File: src/rtl/regfile_pkg.sv
// Shared constants and helpers for the multi-port register file.
package regfile_pkg;

  localparam int unsigned DefDataW   = 8;
  localparam int unsigned DefNumRegs = 8;
  localparam int unsigned DefNumRd   = 2;
  localparam int unsigned DefNumWr   = 2;

  // Address width for a register count; at least one bit.
  function automatic int unsigned addr_w(input int unsigned num_regs);
    return (num_regs > 1) ? $clog2(num_regs) : 1;
  endfunction

endpackage

File: src/rtl/regfile_mp_if.sv
// Bus bundle between decode/writeback and the register file.
interface regfile_mp_if
  import regfile_pkg::*;
#(
  parameter int unsigned DATA_W   = DefDataW,
  parameter int unsigned NUM_REGS = DefNumRegs,
  parameter int unsigned NUM_RD   = DefNumRd,
  parameter int unsigned NUM_WR   = DefNumWr
);

  localparam int unsigned AW = addr_w(NUM_REGS);

  logic [NUM_WR-1:0]        wr_en;
  logic [NUM_WR*AW-1:0]     wr_addr;
  logic [NUM_WR*DATA_W-1:0] wr_data;
  logic [NUM_RD*AW-1:0]     rd_addr;
  logic [NUM_RD*DATA_W-1:0] rd_data;
  logic [NUM_RD-1:0]        rd_busy;
  logic                     busy_set;
  logic [AW-1:0]            busy_addr;
  logic                     wr_conflict;

  modport master (
    output wr_en, wr_addr, wr_data, rd_addr, busy_set, busy_addr,
    input  rd_data, rd_busy, wr_conflict
  );

  modport slave (
    input  wr_en, wr_addr, wr_data, rd_addr, busy_set, busy_addr,
    output rd_data, rd_busy, wr_conflict
  );

endinterface

File: src/rtl/regfile_scoreboard.sv
// Per-register busy vector: writes clear, busy_set sets, set wins on a tie.
// With ZERO_REG=1 register 0 is never busy.
module regfile_scoreboard
  import regfile_pkg::*;
#(
  parameter int unsigned NUM_REGS = DefNumRegs,
  parameter int unsigned NUM_WR   = DefNumWr,
  parameter int unsigned ZERO_REG = 0,
  localparam int unsigned AW      = addr_w(NUM_REGS)
) (
  input  logic                 clk,
  input  logic                 rst,
  input  logic [NUM_WR-1:0]    wr_en,
  input  logic [NUM_WR*AW-1:0] wr_addr,
  input  logic                 busy_set,
  input  logic [AW-1:0]        busy_addr,
  output logic [NUM_REGS-1:0]  busy
);

  logic [NUM_REGS-1:0] busy_d, busy_q;

  // Next busy state: clears first, then the set so a new producer supersedes.
  always_comb begin
    busy_d = busy_q;
    for (int unsigned p = 0; p < NUM_WR; p++) begin
      if (wr_en[p]) busy_d[wr_addr[p*AW +: AW]] = 1'b0;
    end
    if (busy_set) busy_d[busy_addr] = 1'b1;
    if (ZERO_REG != 0) busy_d[0] = 1'b0;
  end

  // Busy state register.
  always_ff @(posedge clk or posedge rst) begin
    if (rst) busy_q <= '0;
    else     busy_q <= busy_d;
  end

  assign busy = busy_q;

endmodule

File: src/rtl/regfile_mp.sv
// Parametrised multi-port register file with highest-port-wins write priority,
// registered write-conflict flag and busy scoreboard.
// Optional REGFILE_BYPASS_EN forwards same-cycle write data to the read ports.
module regfile_mp
  import regfile_pkg::*;
#(
  parameter int unsigned DATA_W   = DefDataW,
  parameter int unsigned NUM_REGS = DefNumRegs,
  parameter int unsigned NUM_RD   = DefNumRd,
  parameter int unsigned NUM_WR   = DefNumWr,
  parameter int unsigned ZERO_REG = 0
) (
  input logic         clk,
  input logic         rst,
  regfile_mp_if.slave bus
);

  localparam int unsigned AW = addr_w(NUM_REGS);

  logic [NUM_REGS-1:0][DATA_W-1:0] mem_d, mem_q;
  logic [NUM_WR-1:0]               wr_eff;
  logic                            conflict_d, conflict_q;
  logic [NUM_REGS-1:0]             busy;
  logic [NUM_RD*DATA_W-1:0]        rd_data_c;
  logic [NUM_RD-1:0]               rd_busy_c;

  // Effective write enables: register 0 is read-only when ZERO_REG is set.
  always_comb begin
    wr_eff = bus.wr_en;
    for (int unsigned p = 0; p < NUM_WR; p++) begin
      if ((ZERO_REG != 0) && (bus.wr_addr[p*AW +: AW] == '0)) wr_eff[p] = 1'b0;
    end
  end

  // Write arbitration: later (higher) ports overwrite earlier ones.
  always_comb begin
    mem_d = mem_q;
    for (int unsigned p = 0; p < NUM_WR; p++) begin
      if (wr_eff[p]) mem_d[bus.wr_addr[p*AW +: AW]] = bus.wr_data[p*DATA_W +: DATA_W];
    end
  end

  // Conflict detection: any pair of effective ports on the same address.
  always_comb begin
    conflict_d = 1'b0;
    for (int unsigned p = 0; p < NUM_WR; p++) begin
      for (int unsigned q = p + 1; q < NUM_WR; q++) begin
        if (wr_eff[p] && wr_eff[q] &&
            (bus.wr_addr[p*AW +: AW] == bus.wr_addr[q*AW +: AW])) begin
          conflict_d = 1'b1;
        end
      end
    end
  end

  // Storage and conflict flag registers.
  always_ff @(posedge clk or posedge rst) begin
    if (rst) begin
      mem_q      <= '0;
      conflict_q <= 1'b0;
    end else begin
      mem_q      <= mem_d;
      conflict_q <= conflict_d;
    end
  end

  regfile_scoreboard #(
    .NUM_REGS (NUM_REGS),
    .NUM_WR   (NUM_WR),
    .ZERO_REG (ZERO_REG)
  ) u_scoreboard (
    .clk       (clk),
    .rst       (rst),
    .wr_en     (bus.wr_en),
    .wr_addr   (bus.wr_addr),
    .busy_set  (bus.busy_set),
    .busy_addr (bus.busy_addr),
    .busy      (busy)
  );

  // Read muxes; register 0 never gets written under ZERO_REG so it reads 0.
  always_comb begin
    rd_data_c = '0;
    rd_busy_c = '0;
    for (int unsigned r = 0; r < NUM_RD; r++) begin
      rd_data_c[r*DATA_W +: DATA_W] = mem_q[bus.rd_addr[r*AW +: AW]];
      rd_busy_c[r]                  = busy[bus.rd_addr[r*AW +: AW]];
`ifdef REGFILE_BYPASS_EN
      for (int unsigned p = 0; p < NUM_WR; p++) begin
        if (wr_eff[p] && (bus.wr_addr[p*AW +: AW] == bus.rd_addr[r*AW +: AW])) begin
          rd_data_c[r*DATA_W +: DATA_W] = bus.wr_data[p*DATA_W +: DATA_W];
          if (!(bus.busy_set && (bus.busy_addr == bus.rd_addr[r*AW +: AW]))) begin
            rd_busy_c[r] = 1'b0;
          end
        end
      end
`endif
    end
  end

  assign bus.rd_data     = rd_data_c;
  assign bus.rd_busy     = rd_busy_c;
  assign bus.wr_conflict = conflict_q;

endmodule

File: src/flat_wrapper.sv
// flat-port wrapper written by rule: the top's interface ports become plain ports
module regfile_mp_flat import regfile_pkg::*;
#(
  parameter int unsigned DATA_W   = DefDataW,
  parameter int unsigned NUM_REGS = DefNumRegs,
  parameter int unsigned NUM_RD   = DefNumRd,
  parameter int unsigned NUM_WR   = DefNumWr,
  parameter int unsigned ZERO_REG = 0
)
  (clk, rst, bus_wr_en, bus_wr_addr, bus_wr_data, bus_rd_addr, bus_busy_set, bus_busy_addr, bus_rd_data, bus_rd_busy, bus_wr_conflict);
  regfile_mp_if #(.DATA_W(DATA_W), .NUM_REGS(NUM_REGS), .NUM_RD(NUM_RD), .NUM_WR(NUM_WR)) bus_i ();
  input logic clk;
  input logic rst;
  input wire logic [$bits(bus_i.wr_en)-1:0] bus_wr_en;
  input wire logic [$bits(bus_i.wr_addr)-1:0] bus_wr_addr;
  input wire logic [$bits(bus_i.wr_data)-1:0] bus_wr_data;
  input wire logic [$bits(bus_i.rd_addr)-1:0] bus_rd_addr;
  input wire logic [$bits(bus_i.busy_set)-1:0] bus_busy_set;
  input wire logic [$bits(bus_i.busy_addr)-1:0] bus_busy_addr;
  output wire logic [$bits(bus_i.rd_data)-1:0] bus_rd_data;
  output wire logic [$bits(bus_i.rd_busy)-1:0] bus_rd_busy;
  output wire logic [$bits(bus_i.wr_conflict)-1:0] bus_wr_conflict;
  assign bus_i.wr_en = bus_wr_en;
  assign bus_i.wr_addr = bus_wr_addr;
  assign bus_i.wr_data = bus_wr_data;
  assign bus_i.rd_addr = bus_rd_addr;
  assign bus_i.busy_set = bus_busy_set;
  assign bus_i.busy_addr = bus_busy_addr;
  assign bus_rd_data = bus_i.rd_data;
  assign bus_rd_busy = bus_i.rd_busy;
  assign bus_wr_conflict = bus_i.wr_conflict;
  regfile_mp #(.DATA_W(DATA_W), .NUM_REGS(NUM_REGS), .NUM_RD(NUM_RD), .NUM_WR(NUM_WR), .ZERO_REG(ZERO_REG)) u_core (.clk(clk), .rst(rst), .bus(bus_i));
endmodule
File: config.mk
export PLATFORM = sky130hd
export DESIGN_NAME = regfile_mp_flat
export DESIGN_NICKNAME = d
export VERILOG_FILES = /design/src/rtl/regfile_pkg.sv /design/src/rtl/regfile_mp_if.sv /design/src/rtl/regfile_scoreboard.sv /design/src/rtl/regfile_mp.sv /design/src/flat_wrapper.sv
export SDC_FILE = /design/constraint.sdc
export NUM_CORES = 1
export LEC_CHECK = 0
export BUFFER_PORTS_ARGS = -buffer_cell sky130_fd_sc_hd__buf_2
export CAP_MARGIN = 20
export CORE_MARGIN = 2
export CORE_UTILIZATION = 34
export DETAILED_ROUTE_END_ITERATION = 8
export GPL_TIMING_DRIVEN = 1
export PLACE_DENSITY = 0.51
export SYNTH_ARGS = -nofsm -noshare
export SYNTH_HDL_FRONTEND = slang
export SYNTH_SLANG_ARGS = --single-unit
File: constraint.sdc
create_clock -name clk -period 2.3 [get_ports clk]
set_clock_uncertainty 0.1 [all_clocks]
set_input_delay 0.23 -clock clk [delete_from_list [all_inputs] [get_ports clk]]
set_output_delay 0.23 -clock clk [all_outputs]
set_load 0.05 [all_outputs]
Word-level counts from Yosys, hierarchy flattened
Cells that the tools add are included.
{"block": "word_totals", "register_bits": 73, "in_bits": 36, "out_inout_bits": 19, "word_cells": 55}
{"block": "classes", "magnitude_cmp": 8, "n_eq_ne": 1, "mux": 26, "n_bitwise": 5, "reduce_logical": 5}
{"operator": "64-bit bitwise mux", "n": 2}
{"operator": "64-bit 2-to-1 mux", "n": 2}
{"operator": "8-bit 2-to-1 mux", "n": 7}
{"operator": "8-bit binary-select mux with 3-bit select", "n": 2}
{"operator": "8-bit demux with 3-bit select", "n": 2}
{"operator": "3-bit by 4-bit less-than comparator with 1-bit output (second input constant)", "n": 5}
{"operator": "8-bit AND", "n": 2}
{"operator": "8-bit inverter", "n": 2}
{"operator": "1-bit demux with 3-bit select", "n": 3}
{"operator": "3-bit by 1-bit >= comparator with 1-bit output (second input constant)", "n": 3}
{"operator": "8-bit OR", "n": 1}
{"operator": "1-bit binary-select mux with 3-bit select", "n": 2}
{"operator": "1-bit 2-to-1 mux", "n": 6}
{"operator": "1-bit logical AND", "n": 5}
{"operator": "3-bit equality test", "n": 1}

Longest topological paths before layout
{"block": "depth", "ltp_word": 11, "mapped_depth": 6, "ltp_nobuf": 3}

By module
Synthesis repeated with hierarchy kept, for this count alone.
{"block": "unflattened", "cells_unflattened": 421, "hier_area_um2": 4902.2}
{"mod": "regfile_mp", "n_inst": 1, "cells_each": 382, "area_per_inst_um2": 4430.5, "seq_area_each_um2": 1626.6}
{"mod": "regfile_scoreboard", "n_inst": 1, "cells_each": 39, "area_per_inst_um2": 471.7, "seq_area_each_um2": 200.2}

Worst setup path before layout
OpenSTA, ideal clock, no wires.
{"block": "synth_path", "path_type": "input to output", "start": "input port bus_rd_addr[0]", "end": "output port bus_rd_busy[0]", "arrival_ns": 1.406, "t_required_ns": 1.970, "slack_ns": 0.564, "path_stages": 4, "n_path_buf": 2, "path_cell_list": "buf_6 > buf_12 > mux4_1 > mux2_2"}
{"block": "synth_between", "elab_chain_cells": 2}
{"element": "start: declaration", "line_no": "flat_wrapper.sv:17", "text": "input wire logic [$bits(bus_i.rd_addr)-1:0] bus_rd_addr;"}
{"element": "1-bit binary-select mux with 3-bit select", "line_no": "regfile_mp.sv:87", "text": "rd_busy_c[r] = busy[bus.rd_addr[r*AW +: AW]];"}
{"element": "1-bit 2-to-1 mux (not written as such)", "line_no": "regfile_mp.sv:87"}
{"element": "end: declaration", "line_no": "flat_wrapper.sv:21", "text": "output wire logic [$bits(bus_i.rd_busy)-1:0] bus_rd_busy;"}
Every way passes these cells. The select of a mux whose other input is x is not followed.

Worst setup path after layout
{"block": "layout_path", "start": "register u_core.mem_q[45] (netlist bit)", "end": "output port bus_rd_data[5]"}
{"block": "layout_between", "elab_chain_cells": 2}
{"element": "start: declaration", "line_no": "regfile_mp.sv:20", "text": "logic [NUM_REGS-1:0][DATA_W-1:0] mem_d, mem_q;"}
{"element": "start signal: assignment", "line_no": "regfile_mp.sv:62", "text": "mem_q <= mem_d;"}
{"element": "8-bit binary-select mux with 3-bit select", "line_no": "regfile_mp.sv:86", "text": "rd_data_c[r*DATA_W +: DATA_W] = mem_q[bus.rd_addr[r*AW +: AW]];"}
{"element": "8-bit 2-to-1 mux (not written as such)", "line_no": "regfile_mp.sv:86"}
{"element": "end: declaration", "line_no": "flat_wrapper.sv:20", "text": "output wire logic [$bits(bus_i.rd_data)-1:0] bus_rd_data;"}
Every way passes these cells. The select of a mux whose other input is x is not followed.

==> flow_metrics.env <==
export IMPL_ys_seq_elements=73
export IMPL_diodes=0
export IMPL_p_int_mw=2.88
export IMPL_crit_fanout=3
export IMPL_final_util=0.399
export IMPL_critPathRequiredTime_ns=1.97
export IMPL_port_buffers=54
export IMPL_synthArstFlopShare=1.00
export IMPL_hold_violations=0
export IMPL_grt_max_degree=28
export IMPL_drt_pass1_iterations=4
export IMPL_core_region_area_sq_mm=0.0138
export IMPL_synth_top_area_frac=0.381
export IMPL_grt_overflow=0
export IMPL_p_comb_frac=0.314
export IMPL_path_clk_slew_ns=0.06
export IMPL_synth_avg_cell_area_sq_um=11.6
export IMPL_dieArea_sq_mm=0.0151
export IMPL_numCtsBuffers=9
export IMPL_antenna_found_initial=0
export IMPL_syn_inst=415
export IMPL_finalSetupViolations=0
export IMPL_p_total_mw=4.43
export IMPL_hpwl_mm=9.32
export IMPL_avgViaCountPerCell=5.53
export IMPL_nFillCells=1326
export IMPL_dp_slack_ns=0.358
export IMPL_worstSetupStartpointType="flip-flop"
export IMPL_ys_seq_area_frac=0.381
export IMPL_areaGrowthSynthToFinish_pct=14.9
export IMPL_synth_edf_count=0
export IMPL_wl_per_cell_microns=22.6
export IMPL_grt_pass1_vias=3597
export IMPL_wirelength_mm=14.3
export IMPL_rsz0062_at_grt="false"
export IMPL_final_min_clock_period_ns=2.11
export IMPL_outcome="completed"
export IMPL_worst_slack_ns=0.187
export IMPL_fin_nets=483
export IMPL_synth_area_sq_mm=0.00480
export IMPL_power_leakage_nw=2.47
export IMPL_switchingPower_mw=1.54
export IMPL_final_antenna_net_count=0
export IMPL_num_io_pins=55
export IMPL_cts_sinks=73
export IMPL_ctsLongestPathBuffers=2
export IMPL_gp_congestion=0.754
export IMPL_cp_data_arrival_time_ns=1.78
export IMPL_period_share=0.919
export IMPL_cts_tree="done"
export IMPL_synth_top_area_cell="dfrtp_1"
export IMPL_final_cells=630
export IMPL_die_x_microns=123
export IMPL_final_area_sq_mm=0.00551
export IMPL_drv_slew=0
export IMPL_yosysWarningCount=0
export IMPL_cap_violations=0
export IMPL_tightest_slew_ns=0.661
export IMPL_via_count=3485
export IMPL_tns_ns=0
export IMPL_worstSetupPathType="reg2out"
export IMPL_yosys_most_used_dff="dfrtp_1"
export IMPL_drive_gt1_frac=0.251
export IMPL_row_count=43
export IMPL_power_frac_seq=0.404
export IMPL_start_util=0.347
export IMPL_grt_first_pass_wirelength_mm=21.9
export IMPL_end_kind="primary output"
export IMPL_fp_dieH_microns=123
export IMPL_synth_cell_types=27
export IMPL_cts_root_buf="clkbuf_16"
export IMPL_ir_drop_mv=0.398
export IMPL_place_area_sq_mm=0.00525
export IMPL_grt_usage=0.203
export IMPL_slew_headroom=0.559
export IMPL_drtIter0Drc=235
export IMPL_post_cts_resized=0
export IMPL_holdWs_ns=0.0555
export IMPL_route_detailed_drc=0
export IMPL_power_density_mw_per_mm2=803
export IMPL_syn_nets=451
export IMPL_clock_fmax_mhz=473
export IMPL_clock_latency_ns=0.34
export IMPL_clkPwrFrac=0.283
export IMPL_dp_cells=615
export IMPL_yosys_top_cells_area="dfrtp_1, mux4_1, mux2i_1"
export IMPL_htree_levels=3
export IMPL_swShare=0.348
export IMPL_hp_class="in2reg"
power groups by stage:
stage          Clock (mW)  Combinational [mW]  Sequential (mW)
2_1_floorplan           0                1.12             1.70
3_3_place_gp            0                1.37             1.78
3_5_place_dp            0                1.40             1.80
4_1_cts              1.28                1.40             1.78
5_1_grt              1.33                1.50             1.82
6_report             1.25                1.39             1.79
critical path, stage by stage, from the launching register on:
cell and delay [ns]:
dfrtp_1 0.41, mux4_1 0.53, mux2_2 0.28, buf_2 0.21
kinds of logic after synthesis:
| family | count (synthesis) | synth area share |
|---|---|---|
| AND/OR/NAND/NOR | 93 | 0.0960 |
| XOR/XNOR | 3 | 0.00548 |
| AO/OA/AOI/OAI | 72 | 0.0782 |
| buffers and inverters | 56 | 0.0665 |
| flip-flops | 73 | 0.381 |
| multiplexers | 118 | 0.373 |
layout by cell type (no fill, tap or decap), drive strengths merged:
| master | instances |
|---|---|
| nand3 | 5 |
| mux2i | 64 |
| nand4b | 6 |
| o21ai | 36 |
| nor4b | 2 |
| nor2 | 32 |
| nand2b | 5 |
| dfrtp | 73 |
| nor4bb | 5 |
| mux2 | 18 |
| o32ai | 4 |
| clkinv | 3 |
| clkinvlp | 1 |
| dlygate4sd3 | 1 |
| mux4 | 36 |
| xnor2 | 1 |
| and4bb | 1 |
| xor2 | 2 |
| clkbuf | 10 |
| a21oi | 32 |
| nand4 | 2 |
| nor3 | 1 |
| nand2 | 34 |
| buf | 73 |
| inv | 3 |
cells in the mapped netlist (all sizes together), types with 3 or more instances:
library cell / instances
mux4: 36
o21ai: 36
a21oi: 32
nand2b: 5
buf: 35
mux2i: 64
clkbuf: 18
nand4b: 6
mux2: 18
o32ai: 4
nand3: 5
inv: 3
nand2: 34
dfrtp: 73
nor4bb: 5
nor2: 32
metal layers:
metal / vias up / GRT usage / wire length [microns]
met3: 17 / 0.0321 / 609
li1: 1611 / - / -
met5: - / 0 / 0
met2: 81 / 0.342 / 7420
met1: 1776 / 0.264 / 5970
met4: 0 / 0.0711 / 268
state kept, by name (all words and copies together) (netlist names):
register                  count
u_core.bus.wr_conflict        1
u_core.mem_q                 64
u_core.u_scoreboard.busy      8
path summary, 6_finish.rpt:
path                                              from                          end  slack (ns)  cells after the start
setup / recovery                      u_core.mem_q[45]               bus_rd_data[5]        0.19                      3
hold / removal                        bus_busy_addr[2]  u_core.u_scoreboard.busy[1]        0.06                      2
setup reg to reg                      u_core.mem_q[54]             u_core.mem_q[54]        1.38                      2
hold reg to reg            u_core.u_scoreboard.busy[3]  u_core.u_scoreboard.busy[3]        0.43                      2
max in group asynchronous                          rst             u_core.mem_q[36]        1.09                      4
min in group asynchronous                          rst       u_core.bus.wr_conflict        0.43                      3
final cells by class:
class / count / area [sq um] / area share
tap: 180 / 225 / 0.0409
inverter: 3 / 11.3 / 0.00204
sequential: 73 / 1830 / 0.331
timing repair buffer: 74 / 473 / 0.0858
multi-input combinational: 286 / 2720 / 0.494
clock inverter: 4 / 22.5 / 0.00409
clock buffer: 10 / 229 / 0.0415
what timing repair did:
item,CTS,global route
buffers inserted,0,0
hold buffers,1,0
hold endpoints to repair,23,0
Power figures use the tool's default switching activity.
